<file path="src/rtl/ps2_pkg.sv">
// Shared types and constants for the PS/2 keyboard receive path.
package ps2_pkg;

  // Frame receiver states, advanced on filtered ps2_clk falling edges.
  typedef enum logic [1:0] {
    IDLE   = 2'd0,
    DATA   = 2'd1,
    PARITY = 2'd2,
    STOP   = 2'd3
  } ps2_state_t;

  // Scan-code prefixes: extended key and key release.
  localparam logic [7:0] PS2_EXT = 8'hE0;
  localparam logic [7:0] PS2_BRK = 8'hF0;

  // 2 ms at 100 MHz between clock edges inside a frame.
  localparam int TIMEOUT_CYC_DEF = 200000;
  // Consecutive equal samples needed before a ps2_clk level change is believed.
  localparam int FILT_LEN_DEF    = 8;

endpackage

</file>
<file path="src/rtl/ps2_key_ctrl_rx.sv">
// PS/2 frame receiver: synchronizers, ps2_clk glitch filter, frame FSM and
// inter-edge timeout. Emits one rx_valid pulse per good frame and one rx_err
// pulse per discarded frame.
module ps2_rx
  import ps2_pkg::*;
#(
  parameter int TIMEOUT_CYC = TIMEOUT_CYC_DEF,
  parameter int FILT_LEN    = FILT_LEN_DEF
) (
  input  logic       clk_100m,
  input  logic       rst_n,
  input  logic       ps2_clk,
  input  logic       ps2_data,
  output logic [7:0] rx_byte,
  output logic       rx_valid,
  output logic       rx_err
);

  localparam int             FW        = $clog2(FILT_LEN + 1);
  localparam logic [FW-1:0]  FILT_LAST = FW'(FILT_LEN - 1);
  localparam int             TW        = $clog2(TIMEOUT_CYC + 1);
  localparam logic [TW-1:0]  TO_LAST   = TW'(TIMEOUT_CYC - 1);

  logic          r_clk_s1, r_clk_s2, r_dat_s1, r_dat_s2;
  logic          r_clk_filt, r_clk_filt_d;
  logic [FW-1:0] r_filt_cnt;
  logic [TW-1:0] r_to_cnt;
  ps2_state_t    r_state;
  logic [2:0]    r_bit_cnt;
  logic [7:0]    r_shift;
  logic          r_par;
  logic [7:0]    r_rx_byte;
  logic          r_rx_valid, r_rx_err;
  logic          w_fall_det;

  // Two-flop synchronizers; reset to the idle-high line level.
  always_ff @(posedge clk_100m or negedge rst_n) begin
    if (!rst_n) begin
      r_clk_s1 <= 1'b1;
      r_clk_s2 <= 1'b1;
      r_dat_s1 <= 1'b1;
      r_dat_s2 <= 1'b1;
    end else begin
      r_clk_s1 <= ps2_clk;
      r_clk_s2 <= r_clk_s1;
      r_dat_s1 <= ps2_data;
      r_dat_s2 <= r_dat_s1;
    end
  end

  // Accept a new ps2_clk level only after FILT_LEN consecutive samples of it.
  always_ff @(posedge clk_100m or negedge rst_n) begin
    if (!rst_n) begin
      r_clk_filt   <= 1'b1;
      r_clk_filt_d <= 1'b1;
      r_filt_cnt   <= '0;
    end else begin
      r_clk_filt_d <= r_clk_filt;
      if (r_clk_s2 == r_clk_filt) begin
        r_filt_cnt <= '0;
      end else if (r_filt_cnt == FILT_LAST) begin
        r_clk_filt <= r_clk_s2;
        r_filt_cnt <= '0;
      end else begin
        r_filt_cnt <= r_filt_cnt + 1'b1;
      end
    end
  end

  assign w_fall_det = r_clk_filt_d & ~r_clk_filt;

  // Frame FSM with timeout; a stalled frame is abandoned as an error.
  always_ff @(posedge clk_100m or negedge rst_n) begin
    if (!rst_n) begin
      r_state    <= IDLE;
      r_bit_cnt  <= '0;
      r_shift    <= '0;
      r_par      <= 1'b0;
      r_to_cnt   <= '0;
      r_rx_byte  <= '0;
      r_rx_valid <= 1'b0;
      r_rx_err   <= 1'b0;
    end else begin
      r_rx_valid <= 1'b0;
      r_rx_err   <= 1'b0;
      if (r_state == IDLE || w_fall_det) r_to_cnt <= '0;
      else                               r_to_cnt <= r_to_cnt + 1'b1;

      if (r_state != IDLE && !w_fall_det && r_to_cnt == TO_LAST) begin
        r_state  <= IDLE;
        r_rx_err <= 1'b1;
      end else if (w_fall_det) begin
        case (r_state)
          IDLE: begin
            if (!r_dat_s2) begin
              r_state   <= DATA;
              r_bit_cnt <= '0;
            end
          end
          DATA: begin
            r_shift   <= {r_dat_s2, r_shift[7:1]};
            r_bit_cnt <= r_bit_cnt + 1'b1;
            if (r_bit_cnt == 3'd7) r_state <= PARITY;
          end
          PARITY: begin
            r_par   <= r_dat_s2;
            r_state <= STOP;
          end
          STOP: begin
            // Odd parity over data+parity and a high stop bit, else discard.
            if ((^{r_shift, r_par}) && r_dat_s2) begin
              r_rx_byte  <= r_shift;
              r_rx_valid <= 1'b1;
            end else begin
              r_rx_err <= 1'b1;
            end
            r_state <= IDLE;
          end
          default: r_state <= IDLE;
        endcase
      end
    end
  end

  assign rx_byte  = r_rx_byte;
  assign rx_valid = r_rx_valid;
  assign rx_err   = r_rx_err;

endmodule

</file>
<file path="src/rtl/ps2_key_ctrl.sv">
// PS/2 keyboard controller: scan-code decoder (E0/F0 prefixes), key-event
// FIFO and last-make-code register on top of the frame receiver.
module ps2_key_ctrl
  import ps2_pkg::*;
#(
  parameter int FIFO_DEPTH  = 4,
  parameter int TIMEOUT_CYC = TIMEOUT_CYC_DEF,
  parameter int FILT_LEN    = FILT_LEN_DEF
) (
  input  logic       clk_100m,
  input  logic       rst_n,
  input  logic       ps2_clk,
  input  logic       ps2_data,
  input  logic       key_ready,
  output logic       key_valid,
  output logic [7:0] key_byte,
  output logic       key_ext,
  output logic [7:0] ps2_byte,
  output logic       frame_err,
  output logic       overflow
);

  localparam int            AW      = $clog2(FIFO_DEPTH);
  localparam logic [AW:0]   DEPTH_C = (AW + 1)'(FIFO_DEPTH);

  logic [7:0]    w_rx_byte;
  logic          w_rx_valid, w_rx_err;
  logic          r_ext_flag, r_brk_flag;
  logic [8:0]    r_mem [FIFO_DEPTH];
  logic [AW-1:0] r_wr_ptr, r_rd_ptr;
  logic [AW:0]   r_count;
  logic [7:0]    r_ps2_byte;
  logic          r_overflow;
  logic          w_push_req, w_push, w_pop, w_full;
  logic [8:0]    w_head;

  ps2_rx #(
    .TIMEOUT_CYC(TIMEOUT_CYC),
    .FILT_LEN   (FILT_LEN)
  ) u_rx (
    .clk_100m(clk_100m),
    .rst_n   (rst_n),
    .ps2_clk (ps2_clk),
    .ps2_data(ps2_data),
    .rx_byte (w_rx_byte),
    .rx_valid(w_rx_valid),
    .rx_err  (w_rx_err)
  );

  // A make code is any non-prefix byte not preceded by a break prefix.
  assign w_push_req = w_rx_valid && (w_rx_byte != PS2_EXT) &&
                      (w_rx_byte != PS2_BRK) && !r_brk_flag;
  assign w_full     = (r_count == DEPTH_C);
  assign w_pop      = key_valid && key_ready;
  // A full FIFO still accepts a push when the head leaves in the same cycle.
  assign w_push     = w_push_req && (!w_full || w_pop);
  assign w_head     = r_mem[r_rd_ptr];

  // Prefix tracking; any receive error abandons a partial sequence.
  always_ff @(posedge clk_100m or negedge rst_n) begin
    if (!rst_n) begin
      r_ext_flag <= 1'b0;
      r_brk_flag <= 1'b0;
    end else if (w_rx_err) begin
      r_ext_flag <= 1'b0;
      r_brk_flag <= 1'b0;
    end else if (w_rx_valid) begin
      if (w_rx_byte == PS2_EXT) begin
        r_ext_flag <= 1'b1;
      end else if (w_rx_byte == PS2_BRK) begin
        r_brk_flag <= 1'b1;
      end else begin
        r_ext_flag <= 1'b0;
        r_brk_flag <= 1'b0;
      end
    end
  end

  // Event FIFO storage, pointers, occupancy and the overflow pulse.
  always_ff @(posedge clk_100m or negedge rst_n) begin
    if (!rst_n) begin
      for (int i = 0; i < FIFO_DEPTH; i++) r_mem[i] <= '0;
      r_wr_ptr   <= '0;
      r_rd_ptr   <= '0;
      r_count    <= '0;
      r_overflow <= 1'b0;
    end else begin
      r_overflow <= w_push_req && w_full && !w_pop;
      if (w_push) begin
        r_mem[r_wr_ptr] <= {r_ext_flag, w_rx_byte};
        r_wr_ptr        <= r_wr_ptr + 1'b1;
      end
      if (w_pop) r_rd_ptr <= r_rd_ptr + 1'b1;
      case ({w_push, w_pop})
        2'b10:   r_count <= r_count + 1'b1;
        2'b01:   r_count <= r_count - 1'b1;
        default: r_count <= r_count;
      endcase
    end
  end

  // Last accepted make code, updated only by an event that entered the FIFO.
  always_ff @(posedge clk_100m or negedge rst_n) begin
    if (!rst_n)      r_ps2_byte <= '0;
    else if (w_push) r_ps2_byte <= w_rx_byte;
  end

  assign key_valid = (r_count != '0);
  assign key_byte  = w_head[7:0];
  assign key_ext   = w_head[8];
  assign ps2_byte  = r_ps2_byte;
  assign frame_err = w_rx_err;
  assign overflow  = r_overflow;

endmodule

</file>
<file path="config.mk">
export PLATFORM = sky130hd
export DESIGN_NAME = ps2_key_ctrl
export DESIGN_NICKNAME = d
export VERILOG_FILES = /design/src/rtl/ps2_pkg.sv /design/src/rtl/ps2_key_ctrl_rx.sv /design/src/rtl/ps2_key_ctrl.sv
export SDC_FILE = /design/constraint.sdc
export NUM_CORES = 1
export LEC_CHECK = 0
export ABC_CLOCK_PERIOD_IN_PS = 2450
export CAP_MARGIN = 20
export CORE_ASPECT_RATIO = 1.2
export CORE_UTILIZATION = 54
export DETAILED_ROUTE_END_ITERATION = 10
export PLACE_DENSITY = 0.74
export SYNTH_ARGS = -nofsm -noshare
export SYNTH_HDL_FRONTEND = slang
export SYNTH_SLANG_ARGS = --single-unit
</file>
<file path="constraint.sdc">
create_clock -name clk_100m -period 2.45 [get_ports clk_100m]
set_clock_uncertainty 0.1 [all_clocks]
set_input_delay 0.245 -clock clk_100m [delete_from_list [all_inputs] [get_ports clk_100m]]
set_output_delay 0.245 -clock clk_100m [all_outputs]
set_load 0.03 [all_outputs]
</file>
Word level (Yosys, flattened, before mapping)
Cells that the tools add are included.
{"block": "op_classes", "add_sub_neg": 7, "magnitude_cmp": 3, "n_eq_ne": 19, "mux": 33, "bitwise": 6, "n_reduce_logical": 33}
{"cell": "$bwmux W36", "count": 1}
{"cell": "$mux W9", "count": 3}
{"cell": "$add A18 B1 Y18 const B", "count": 1}
{"cell": "$bmux W9 S2", "count": 1}
{"cell": "$demux W9 S2", "count": 1}
{"cell": "$eq A18 B18 Y1 const B", "count": 1}
{"cell": "$mux W18", "count": 1}
{"cell": "$eq A8 B8 Y1 const B", "count": 2}
{"cell": "$mux W1", "count": 16}
{"cell": "$ne A8 B8 Y1 const B", "count": 2}
{"cell": "$pmux W3 S2", "count": 2}
{"cell": "$logic_and A1 B1 Y1", "count": 11}
{"cell": "$reduce_bool A2 Y1", "count": 5}
{"cell": "$reduce_and A3 Y1", "count": 3}
{"cell": "$reduce_xor A9 Y1", "count": 1}
{"cell": "$mux W2", "count": 4}
{"cell": "$mux W4", "count": 2}
{"cell": "$pmux W2 S4", "count": 1}
{"cell": "$reduce_and A4 Y1", "count": 2}
{"cell": "$add A3 B1 Y3 const B", "count": 2}
{"cell": "$eq A2 B2 Y1 const B", "count": 3}
{"cell": "$eq A3 B3 Y1 const B", "count": 2}
{"cell": "$ge A3 B3 Y1 const B", "count": 2}
{"cell": "$not A2 Y3", "count": 2}
{"cell": "other kinds (20)", "count": 30}
{"block": "totals", "reg_bits": 106, "in_bits": 5, "out_inout_bits": 20, "word_cells": 127}

Logic depth before layout (Yosys ltp)
Gate-level depths: netlist of run 1.
{"block": "depth", "word_depth": 7, "mapped_depth": 11, "mapped_depth_nobuf": 10}

Cells and area by module
From an unflattened synthesis of run 1, not the netlist that was laid out.
{"block": "hier_totals", "hier_cells": 348, "hier_area_um2": 4768.3}
{"module": "ps2_key_ctrl", "n_inst": 1, "cells_per_inst": 151, "area_per_inst_um2": 2403.6, "seq_area_each_um2": 1351.3}
{"module": "ps2_rx", "n_inst": 1, "cells_per_inst": 197, "area_per_inst_um2": 2364.8, "seq_area_each_um2": 1308.8}

Least setup slack after synthesis of run 1
No wires, ideal clock.
{"block": "synth_path", "path_type": "register -> register", "from": "register r_count[1]", "to": "register r_count[2]", "setup_ps": 79, "arrival_ps": 2386, "required_time_ps": 2271, "setup_slack_ps": -115, "path_stages_with_launch": 12, "n_path_buf": 2, "period_less_slack_ps": 2565, "cell_sequence": "dfrtp_1 -> or4b_1 -> buf_2 -> and2_1 -> buf_2 -> inv_1 -> ha_1 -> inv_1 -> fa_1 -> xor2_1 -> nor2_1 -> xor2_1"}
{"block": "synth_via", "elab_chain_cells": 6, "elab_cells_between_ends": 12, "cone_classes": "add/sub (2); eq/ne (3); mux (1); reduce/logical (6)"}
{"element": "start: declaration", "line": "ps2_key_ctrl.sv:31", "source": "logic [AW:0] r_count;"}
{"element": "start signal: assignment", "line": "ps2_key_ctrl.sv:95", "source": "2'b10: r_count <= r_count + 1'b1;"}
{"element": "start signal: assignment", "line": "ps2_key_ctrl.sv:96", "source": "2'b01: r_count <= r_count - 1'b1;"}
{"element": "start signal: assignment", "line": "ps2_key_ctrl.sv:97", "source": "default: r_count <= r_count;"}
{"element": "$eq A3 B3 Y1 or $reduce_bool A3 Y1 (tied branches)", "line": "ps2_key_ctrl.sv:53, ps2_key_ctrl.sv:108"}
{"element": "$logic_not A1 Y1 or $logic_and A1 B1 Y1 (tied branches)", "line": "ps2_key_ctrl.sv:56, ps2_key_ctrl.sv:54"}
{"element": "$logic_or A1 B1 Y1", "line": "ps2_key_ctrl.sv:56", "source": "assign w_push = w_push_req && (!w_full || w_pop);"}
{"element": "$logic_and A1 B1 Y1", "line": "ps2_key_ctrl.sv:56"}
{"element": "$eq A2 B1 Y1 or $eq A2 B2 Y1 (tied branches)", "line": "ps2_key_ctrl.sv:94", "source": "case ({w_push, w_pop})"}
{"element": "$pmux W3 S2 or $reduce_bool A2 Y1 (tied branches)"}
Several ways; a longest one is shown, not always the timed one.
A chain may end at the register's enable or synchronous reset.

Worst setup path after layout of run 1
{"block": "layout_path", "from": "register r_count[0]", "to": "register r_count[2]"}
The elaborated chain is that of the path after synthesis.

==> flow_summary.ini, run 1 <==
[drt]
first_pass_iters = 4
wire_per_inst_microns = 15.9
drc = 0
drtIter0Drc = 92
vias = 2799
avgViaCountPerCell = 5.51
routed_wl_microns = 8070
final_antenna_net_count = 0

[synthesis]
synth-xor-area-share_pct = 5.43
post-synth-top-count-cell = dfrtp_1
synth_commonest_cells = 100 x dfrtp_1, 63 x mux2_2, 21 x nor2_1, 14 x inv_1
synth_cell_types = 46
synth_adder_area_share_pct = 3.83
yosys_most_used_dff = dfrtp_1
synth_top_area_share_pct = 52.5
yosys-top-cells-area = dfrtp_1 52%, mux2_2 15%, mux4_2 4.2%
synthMuxAreaShare_pct = 20.0
syn_avg_cell_area_sq_um = 13.5
synth_compound_gate_area_share_pct = 3.12
ys_ff_latch = 106
yosys_warnings = 0
synth_area_leader_cell = dfrtp_1
synth-simple-area-share_pct = 9.78
netlist_instances = 354
synth_top_family_by_area = multiplexers
netlist_area_sq_mm = 0.00477
syn_nets = 373
ys_async_sr_fraction_pct = 100
seq_area_frac_synth_pct = 55.8
synth_edf_count = 0

[cts]
cts_buffers = 9
clock-sinks = 106
cts_tree = yes
cts_max_level = 3
max-clock-path-buffers = 2
clock_latency_ps = 380
cts_setup_buffers = 0
path_clk_slew_ps = 100
cts_root_buf = clkbuf_8

[worst_setup_path]
cp_slowest_stage_delay_ps = 540
slowest_stage = or4b_1
rr_worst_depth = 9
timing.rr.start = r_count[0]$_DFFE_PN0P_
crit_fanout = 4
endpoint_kind = register
critPathKind = register to register
crit_chain = or4b_1 -> and2_4 -> inv_2 -> ha_4 -> inv_2 -> fa_2 -> xor2_1 -> nor2_1 -> xor2_1
cpLargestDelayFamily = simple AND/OR/NAND/NOR gates
rrSetupSlack_ps = 160
cp_data_arrival_time_ps = 2500
cp.required_ps = 2650
cp-start-kind = register
path_buf_inv = 2
reg2reg_to = r_count[2]$_DFFE_PN0P_

[pwr]
peakVddDrop_uv = 500
power.switching_uw = 1330
power.leakage_uw = 0.00265
power_density_mw_per_mm2 = 801
seqPwrFrac_pct = 50.0
sw_frac_of_total_pct = 30.7
p_int_uw = 3000
clkPwrFrac_pct = 25.8
power_frac_comb_pct = 24.2

[die]
num_rows = 37
chipWidth_microns = 87.8
die_height_microns = 105
die_area_sq_mm = 0.00922
start_util_pct = 55.7
io_pins = 25
design.core.area_sq_mm = 0.00856

[placed_design]
placedCellCount = 491
dp_hpwl_microns = 5610
place.port_buffers = 24
place_area_sq_mm = 0.00519
gp_congestion = 0.800

[sta]
maxSlewHeadroom_pct = 64.2
fin_crit_sh_pct = 93.5
fin_crit_ps = 2290
setup_viol = 0
final_max_slew_viol_count = 0
fmax_mhz = 436
timing.hold.ws_ps = 163
final-hold-violation-count = 0
tightest_slew_ps = 533
rsz0062_at_grt = false

[finish]
design_area_sq_mm = 0.00540
fin_nets = 405
instances_no_fill = 508
diodes = 0
fin_util_pct = 63.1
syn_to_final_growth_pct = 13.3
drive_gt1_share_pct = 29.4

[min_path]
hold_path.class = input port to register
worstHoldStart = ps2_clk
hold_end = u_rx.r_clk_s1$_DFF_PN1_
holdPathStages = 1

[outcome]
outcome = complete, no violations

[global_routing]
grt-ovfl-total = 0
antenna_found_initial = 0
grt_pass1_wl_microns = 13800
grt_start_max_net_pins = 66
grt_pass1_vias = 2921
track_usage_pct = 19.9

[flow_run]
maxCapViolations = 0
==> stage by stage <==
stage                     TNS, ps  power [uW]  worst slack (ps)
after floorplan                 0        3000              3.86
after global placement      -25.6        3220             -25.6
after detailed placement     -133        3270              -133
after CTS                       0        4390              2.33
after global routing            0        4570              87.7
final                           0        4330               158
==> worst max path at each step <==
stage                                           start                      to  slack (ps)  cells after the start
after floorplan                r_count[0]$_DFFE_PN0P_  r_count[2]$_DFFE_PN0P_           4                     11
after global placement                      key_ready  r_count[2]$_DFFE_PN0P_         -30                     10
after detailed placement                    key_ready  r_count[2]$_DFFE_PN0P_        -130                     10
after CTS                     r_rd_ptr[0]$_DFFE_PN0P_             key_byte[5]           2                      3
after global routing      u_rx.rx_byte[1]$_DFFE_PN0P_  r_count[2]$_DFFE_PN0P_          90                     10
final                          r_count[0]$_DFFE_PN0P_  r_count[2]$_DFFE_PN0P_         160                      9
==> timing repair <==
action                     4_1_cts  5_1_grt
hold buffers                     1        0
hold endpoints to repair        20        0
setup endpoints to repair        7        2
gates resized for setup          7        2
==> per-layer routing <==
metal / vias up / GRT usage (%) / part of all wire (%)
met4: 0 / 10.7 / 2.9
li1: 1307 / - / -
met3: 14 / 2.61 / 2.2
met2: 36 / 33.6 / 52
met5: - / 0 / 0
met1: 1442 / 24.4 / 43
==> layout make-up <==
class,count,area (sq um)
repair buffers,32,309
clock inverters,3,47.5
fillers,659,3160
flip-flops and latches,106,2660
clock buffers,13,159
multi-input cells,223,2030
well taps,117,146
inverters,14,52.6
==> registers in the layout (all words and copies together), names as in the netlist, 2 cells and up <==
name	cells
u_rx.rx_byte	8
u_rx.r_shift	8
u_rx.r_to_cnt	18
ps2_byte	8
u_rx.r_filt_cnt	4
r_count	3
r_rd_ptr	2
u_rx.r_state	2
r_mem	36
u_rx.r_bit_cnt	3
r_wr_ptr	2
==> cells by family after synthesis <==
group | after synthesis
compound gates | 24
xor+xnor | 26
fa+ha+maj | 14
buf+inv | 25
flops | 106
mux | 75
simple gates | 84
==> power groups by stage <==
stage	Sequential, uW	Clock (uW)	Combinational [uW]
CTS	2170	1150	1070
finish	2160	1120	1050
floorplan	2130	0	876
global placement	2190	0	1030
global route	2190	1210	1170
detailed placement	2200	0	1070
==> cells in the final DEF (no fill, tap or decap), types with 2 or more instances in the layout <==
master             n
dlymetal6s2s_1     2
inv_2              2
and2_1             4
nand4_1            7
o21ai_0            6
nand4b_1           2
nand2_1           10
nand3_2            4
clkbuf_1           2
nor3_1             4
clkinv_4           2
mux4_2             9
xnor2_1           11
inv_1             12
mux2i_1            2
buf_4              7
and4_1             2
xor2_1            13
or3_1              5
a21oi_1            8
dfrtp_1          100
dfstp_2            6
clkdlybuf4s50_1   14
ha_1              12
dlygate4sd2_1      7
clkbuf_8          11
and3_1             3
nor2_1            21
nand3_1           10
mux2_2            63
a22o_1             2
nor2b_1            4
==> worst reg2reg max path, cell delays in order, from the launching register on <==
cell and delay, ps:
dfrtp_1 420, or4b_1 540, and2_4 170, inv_2 60
ha_4 130, inv_2 40, fa_2 350, xor2_1 140
nor2_1 120, xor2_1 150
Note: power is estimated with default switching activity, not from simulation.
==> run 2, diff against run 1 <==
--- a/config.mk
+++ b/config.mk
@@ -7,10 +7,14 @@
 export LEC_CHECK = 0
 export ABC_CLOCK_PERIOD_IN_PS = 2450
 export CAP_MARGIN = 20
+export CELL_PAD_IN_SITES_DETAIL_PLACEMENT = 0
+export CELL_PAD_IN_SITES_GLOBAL_PLACEMENT = 1
 export CORE_ASPECT_RATIO = 1.2
-export CORE_UTILIZATION = 54
+export CORE_MARGIN = 2
+export CORE_UTILIZATION = 47
+export CTS_BUF_LIST = sky130_fd_sc_hd__clkbuf_4 sky130_fd_sc_hd__clkbuf_8
 export DETAILED_ROUTE_END_ITERATION = 10
-export PLACE_DENSITY = 0.74
+export PLACE_DENSITY = 0.77
 export SYNTH_ARGS = -nofsm -noshare
 export SYNTH_HDL_FRONTEND = slang
 export SYNTH_SLANG_ARGS = --single-unit
==> flow_summary.ini, run 2 (same netlist as run 1, synthesis figures left out) <==
[flow_run]
maxCapViolations = 0

[outcome]
outcome = complete, no violations

[placed_design]
place_area_sq_mm = 0.00523
place.port_buffers = 24
gp_congestion = 0.751
dp_hpwl_microns = 5470
placedCellCount = 503

[drt]
avgViaCountPerCell = 5.37
first_pass_iters = 4
vias = 2781
drtIter0Drc = 42
routed_wl_microns = 7850
drc = 0
wire_per_inst_microns = 15.2
final_antenna_net_count = 0

[cts]
clock-sinks = 106
max-clock-path-buffers = 2
cts_root_buf = clkbuf_8
path_clk_slew_ps = 90
cts_max_level = 3
cts_buffers = 9
cts_tree = yes
clock_latency_ps = 370

[sta]
rsz0062_at_grt = false
fmax_mhz = 440
final_max_slew_viol_count = 0
maxSlewHeadroom_pct = 61.7
setup_viol = 0
tightest_slew_ps = 574
fin_crit_ps = 2270
final-hold-violation-count = 0
fin_crit_sh_pct = 92.8

[finish]
layout_commonest_cell = dfrtp_1
largest_reg_flops = 36
top_regs = r_mem x36, u_rx.r_to_cnt x18
largest_register = r_mem
instances_no_fill = 518
layout_common_cells = 100 x dfrtp_1, 63 x mux2_2, 21 x nor2_1
syn_to_final_growth_pct = 13.2
design_area_sq_mm = 0.00540
drive_gt1_share_pct = 30.4
diodes = 0
fin_nets = 408

[die]
io_pins = 25
design.core.area_sq_mm = 0.00996
die_area_sq_mm = 0.0110
num_rows = 40
chipWidth_microns = 96.0
start_util_pct = 47.9
die_height_microns = 114

[worst_setup_path]
cp-start-kind = register
rrSetupSlack_ps = 180
crit_fanout = 4
endpoint_kind = register
cp_data_arrival_time_ps = 2470
cp.required_ps = 2650
timing.rr.start = r_count[0]$_DFFE_PN0P_
critPathKind = register to register
rr_worst_depth = 9
reg2reg_to = r_count[2]$_DFFE_PN0P_

[min_path]
hold_path.class = input port to register
hold_end = u_rx.r_clk_s1$_DFF_PN1_
holdPathStages = 1
worstHoldStart = ps2_clk

[global_routing]
grt_pass1_wl_microns = 13700
grt-ovfl-total = 0
grt_pass1_vias = 2861
track_usage_pct = 16.3
antenna_found_initial = 0
grt_start_max_net_pins = 46

[pwr]
sw_frac_of_total_pct = 31.2
p_int_uw = 2870
clkPwrFrac_pct = 22.7
power.leakage_uw = 0.00266
power_frac_comb_pct = 25.9
power.switching_uw = 1300
peakVddDrop_uv = 465
power_density_mw_per_mm2 = 773
seqPwrFrac_pct = 51.4
run 2: critical path, cell delays in order, from the launching register on:
cell and delay (ps):
dfrtp_1 430, or4b_1 530, and2_4 160, inv_2 60, ha_4 130, inv_2 40
fa_2 340, xor2_1 140, nor2_1 130, xor2_1 140
run 2: power by group through the flow:
stage                     registers (uW)  clock network [uW]  logic [uW]
after floorplan                     2130                   0         876
after global placement              2170                   0        1080
after detailed placement            2180                   0        1110
after CTS                           2140                 992        1110
after global routing                2180                1060        1240
final                               2140                 947        1080
run 2: cell type report:
cell class	count	area [sq um]
fillers	868	4560
well taps	126	158
clock buffers	11	145
flip-flops and latches	106	2660
repair buffers	35	335
multi-input cells	223	2030
clock inverters	3	17.5
inverters	14	52.6
run 2: per-layer routing:
metal,up-vias,GRT usage (%),part of all wire (%)
met5,-,0,0
met4,0,8.00,2.0
met3,11,2.37,2.4
li1,1322,-,-
met1,1421,20.3,43
met2,27,27.7,52
run 2: worst max path at each step:
stage,start,to,slack (ps),depth (start not counted)
2_1_floorplan,r_count[0]$_DFFE_PN0P_,r_count[2]$_DFFE_PN0P_,4,11
3_3_place_gp,key_ready,r_count[2]$_DFFE_PN0P_,-30,10
3_5_place_dp,key_ready,r_count[2]$_DFFE_PN0P_,-90,10
4_1_cts,r_rd_ptr[0]$_DFFE_PN0P_,key_byte[7],0.7,3
5_1_grt,r_count[0]$_DFFE_PN0P_,r_count[2]$_DFFE_PN0P_,50,9
6_report,r_count[0]$_DFFE_PN0P_,r_count[2]$_DFFE_PN0P_,180,9
run 2: repair_timing:
action	4_1_cts	5_1_grt
hold buffers	1	0
buffers inserted	0	0
hold endpoints to repair	37	0
gates resized for setup	6	4
endpoints found under the setup margin	6	4
run 2: stage by stage:
step | utilization (%) | hold slack [ps] | power [uW] | setup TNS (ps) | worst slack (ps)
4_1_cts | 54.1 | 153 | 4250 | 0 | 0.737
3_3_place_gp | 52.5 | 179 | 3250 | -31.6 | -31.6
5_1_grt | 54.2 | 168 | 4470 | 0 | 49.2
6_report | 54.2 | 181 | 4170 | 0 | 176
3_5_place_dp | 52.5 | 189 | 3290 | -93.7 | -93.7
2_1_floorplan | - | -151 | 3000 | 0 | 3.86
==> run 3, diff against run 2 <==
--- a/config.mk
+++ b/config.mk
@@ -5,16 +5,17 @@
 export SDC_FILE = /design/constraint.sdc
 export NUM_CORES = 1
 export LEC_CHECK = 0
-export ABC_CLOCK_PERIOD_IN_PS = 2450
+export ABC_CLOCK_PERIOD_IN_PS = 2710
 export CAP_MARGIN = 20
 export CELL_PAD_IN_SITES_DETAIL_PLACEMENT = 0
 export CELL_PAD_IN_SITES_GLOBAL_PLACEMENT = 1
 export CORE_ASPECT_RATIO = 1.2
 export CORE_MARGIN = 2
-export CORE_UTILIZATION = 47
+export CORE_UTILIZATION = 56
 export CTS_BUF_LIST = sky130_fd_sc_hd__clkbuf_4 sky130_fd_sc_hd__clkbuf_8
+export CTS_CLUSTER_DIAMETER = 50
 export DETAILED_ROUTE_END_ITERATION = 10
-export PLACE_DENSITY = 0.77
+export PLACE_DENSITY = 0.86
 export SYNTH_ARGS = -nofsm -noshare
 export SYNTH_HDL_FRONTEND = slang
 export SYNTH_SLANG_ARGS = --single-unit
==> constraint.sdc (replaced) <==
create_clock -name clk_100m -period 2.71 [get_ports clk_100m]
set_clock_uncertainty 0.1 [all_clocks]
set_input_delay 0.271 -clock clk_100m [delete_from_list [all_inputs] [get_ports clk_100m]]
set_output_delay 0.271 -clock clk_100m [all_outputs]
set_load 0.03 [all_outputs]
==> flow_summary.ini, run 3 (same netlist as run 1, synthesis figures left out) <==
[cts]
cts_setup_buffers = 0
path_clk_slew_ps = 100
cts_root_buf = clkbuf_8
ctsResizeCount = 0
clock-sinks = 106
cts_tree = yes
max-clock-path-buffers = 2
cts_buffers = 9
clock_latency_ps = 370
cts_max_level = 3
hold_buffers = 1

[finish]
diodes = 0
top_regs = r_mem x36, u_rx.r_to_cnt x18
largest_register = r_mem
largest_reg_flops = 36
layout_common_cells = 100 x dfrtp_1, 63 x mux2_2, 23 x clkdlybuf4s50_1
drive_gt1_share_pct = 27.9
n_fill_cell = 637
design_area_sq_mm = 0.00536
layout_commonest_cell = dfrtp_1
fin_nets = 402
syn_to_final_growth_pct = 12.4

[worst_setup_path]
cp-start-kind = register
rr_worst_depth = 10
rrSetupSlack_ps = 220
cp_data_arrival_time_ps = 2680
timing.rr.start = u_rx.rx_byte[1]$_DFFE_PN0P_
slowest_stage = dfrtp_1
crit_chain = nor3_1 -> a21oi_2 -> and2_1 -> inv_1 -> ha_1 -> inv_1 -> fa_1 -> xor2_1 -> nor2_1 -> xor2_1
crit_cells = 10
cpLargestDelayFamily = simple AND/OR/NAND/NOR gates
endpoint_kind = register
crit_fanout = 7
cp.required_ps = 2900
reg2reg_to = r_count[2]$_DFFE_PN0P_
critPathKind = register to register
path_buf_inv = 2
cp_slowest_stage_delay_ps = 450

[placed_design]
place.port_buffers = 24
place_area_sq_mm = 0.00515
dp_hpwl_microns = 5330
gp_congestion = 0.748

[outcome]
outcome = complete, no violations

[sta]
final_max_slew_viol_count = 0
setup_viol = 0
fmax_mhz = 402
rsz0062_at_grt = false
maxSlewHeadroom_pct = 62.8
finalSetupTns_ps = 0
final-hold-violation-count = 0
fin_crit_sh_pct = 91.8
fin_crit_ps = 2490
tightest_slew_ps = 553

[global_routing]
track_usage_pct = 19.4
grt-ovfl-total = 0
grt_pass1_vias = 2884
grt_pass1_wl_microns = 13900
antenna_found_initial = 0
grt_start_max_net_pins = 74

[drt]
first_pass_iters = 4
avgViaCountPerCell = 5.49
drc = 0
routed_wl_microns = 8010
wire_per_inst_microns = 16.0
vias = 2750
final_antenna_net_count = 0
drtIter0Drc = 101

[die]
start_util_pct = 58.2
num_rows = 36
die_area_sq_mm = 0.00928
design.core.area_sq_mm = 0.00820
chipWidth_microns = 88.3
io_pins = 25
die_height_microns = 105

[min_path]
worstHoldStart = ps2_clk
hold_path.class = input port to register
hold_end = u_rx.r_clk_s1$_DFF_PN1_
holdPathStages = 1

[pwr]
peakVddDrop_uv = 427
power.leakage_uw = 0.00255
power_density_mw_per_mm2 = 723

[flow_run]
maxCapViolations = 0
## run 3: how the worst max path moves through the flow
stage,from,end,slack (ps)
3_5_place_dp,key_ready,r_count[2]$_DFFE_PN0P_,90
6_report,u_rx.rx_byte[1]$_DFFE_PN0P_,r_count[2]$_DFFE_PN0P_,220
3_3_place_gp,key_ready,r_count[2]$_DFFE_PN0P_,160
2_1_floorplan,r_count[1]$_DFFE_PN0P_,r_count[2]$_DFFE_PN0P_,140
5_1_grt,u_rx.rx_byte[1]$_DFFE_PN0P_,r_count[2]$_DFFE_PN0P_,20
4_1_cts,u_rx.rx_byte[1]$_DFFE_PN0P_,r_count[2]$_DFFE_PN0P_,200
## run 3: final cells by class
cell class                      count  area [sq um]  share of cell area (%)
Inverter                           14          52.6                   0.980
Clock inverter                      4          51.3                   0.957
Timing Repair Buffer               29           290                    5.42
Multi-Input combinational cell    223          2010                    37.5
Sequential cell                   106          2660                    49.6
Clock buffer                       11           151                    2.82
Tap cell                          114           143                    2.66
## run 3: stage by stage
step                      utilization (%)  total power [uW]  hold WS (ps)  setup slack, ps  cells
final                                65.4              3880           216              222    501
after global routing                 65.4              4140           206             17.8    501
after CTS                            65.4              3940           201              195    501
after global placement               62.8              2900           152              157    485
after detailed placement             62.8              2940           155             90.7    485
after floorplan                         -              2700          -125              145    354
## run 3: power by group
group	leakage, uW	total [uW]	internal (uW)	switching [uW]
sequential	0.00142	1960	1770	185
combinational	0.00103	942	445	497
clock	0.000101	979	473	506
total	0.00255	3880	2690	1190
## run 3: layer usage
layer	track usage, %	vias up	part of all wire [%]
met3	2.84	11	1.9
met5	0	-	0
met2	31.7	31	51
li1	-	1307	-
met1	25.7	1401	45
met4	8.33	0	2.0
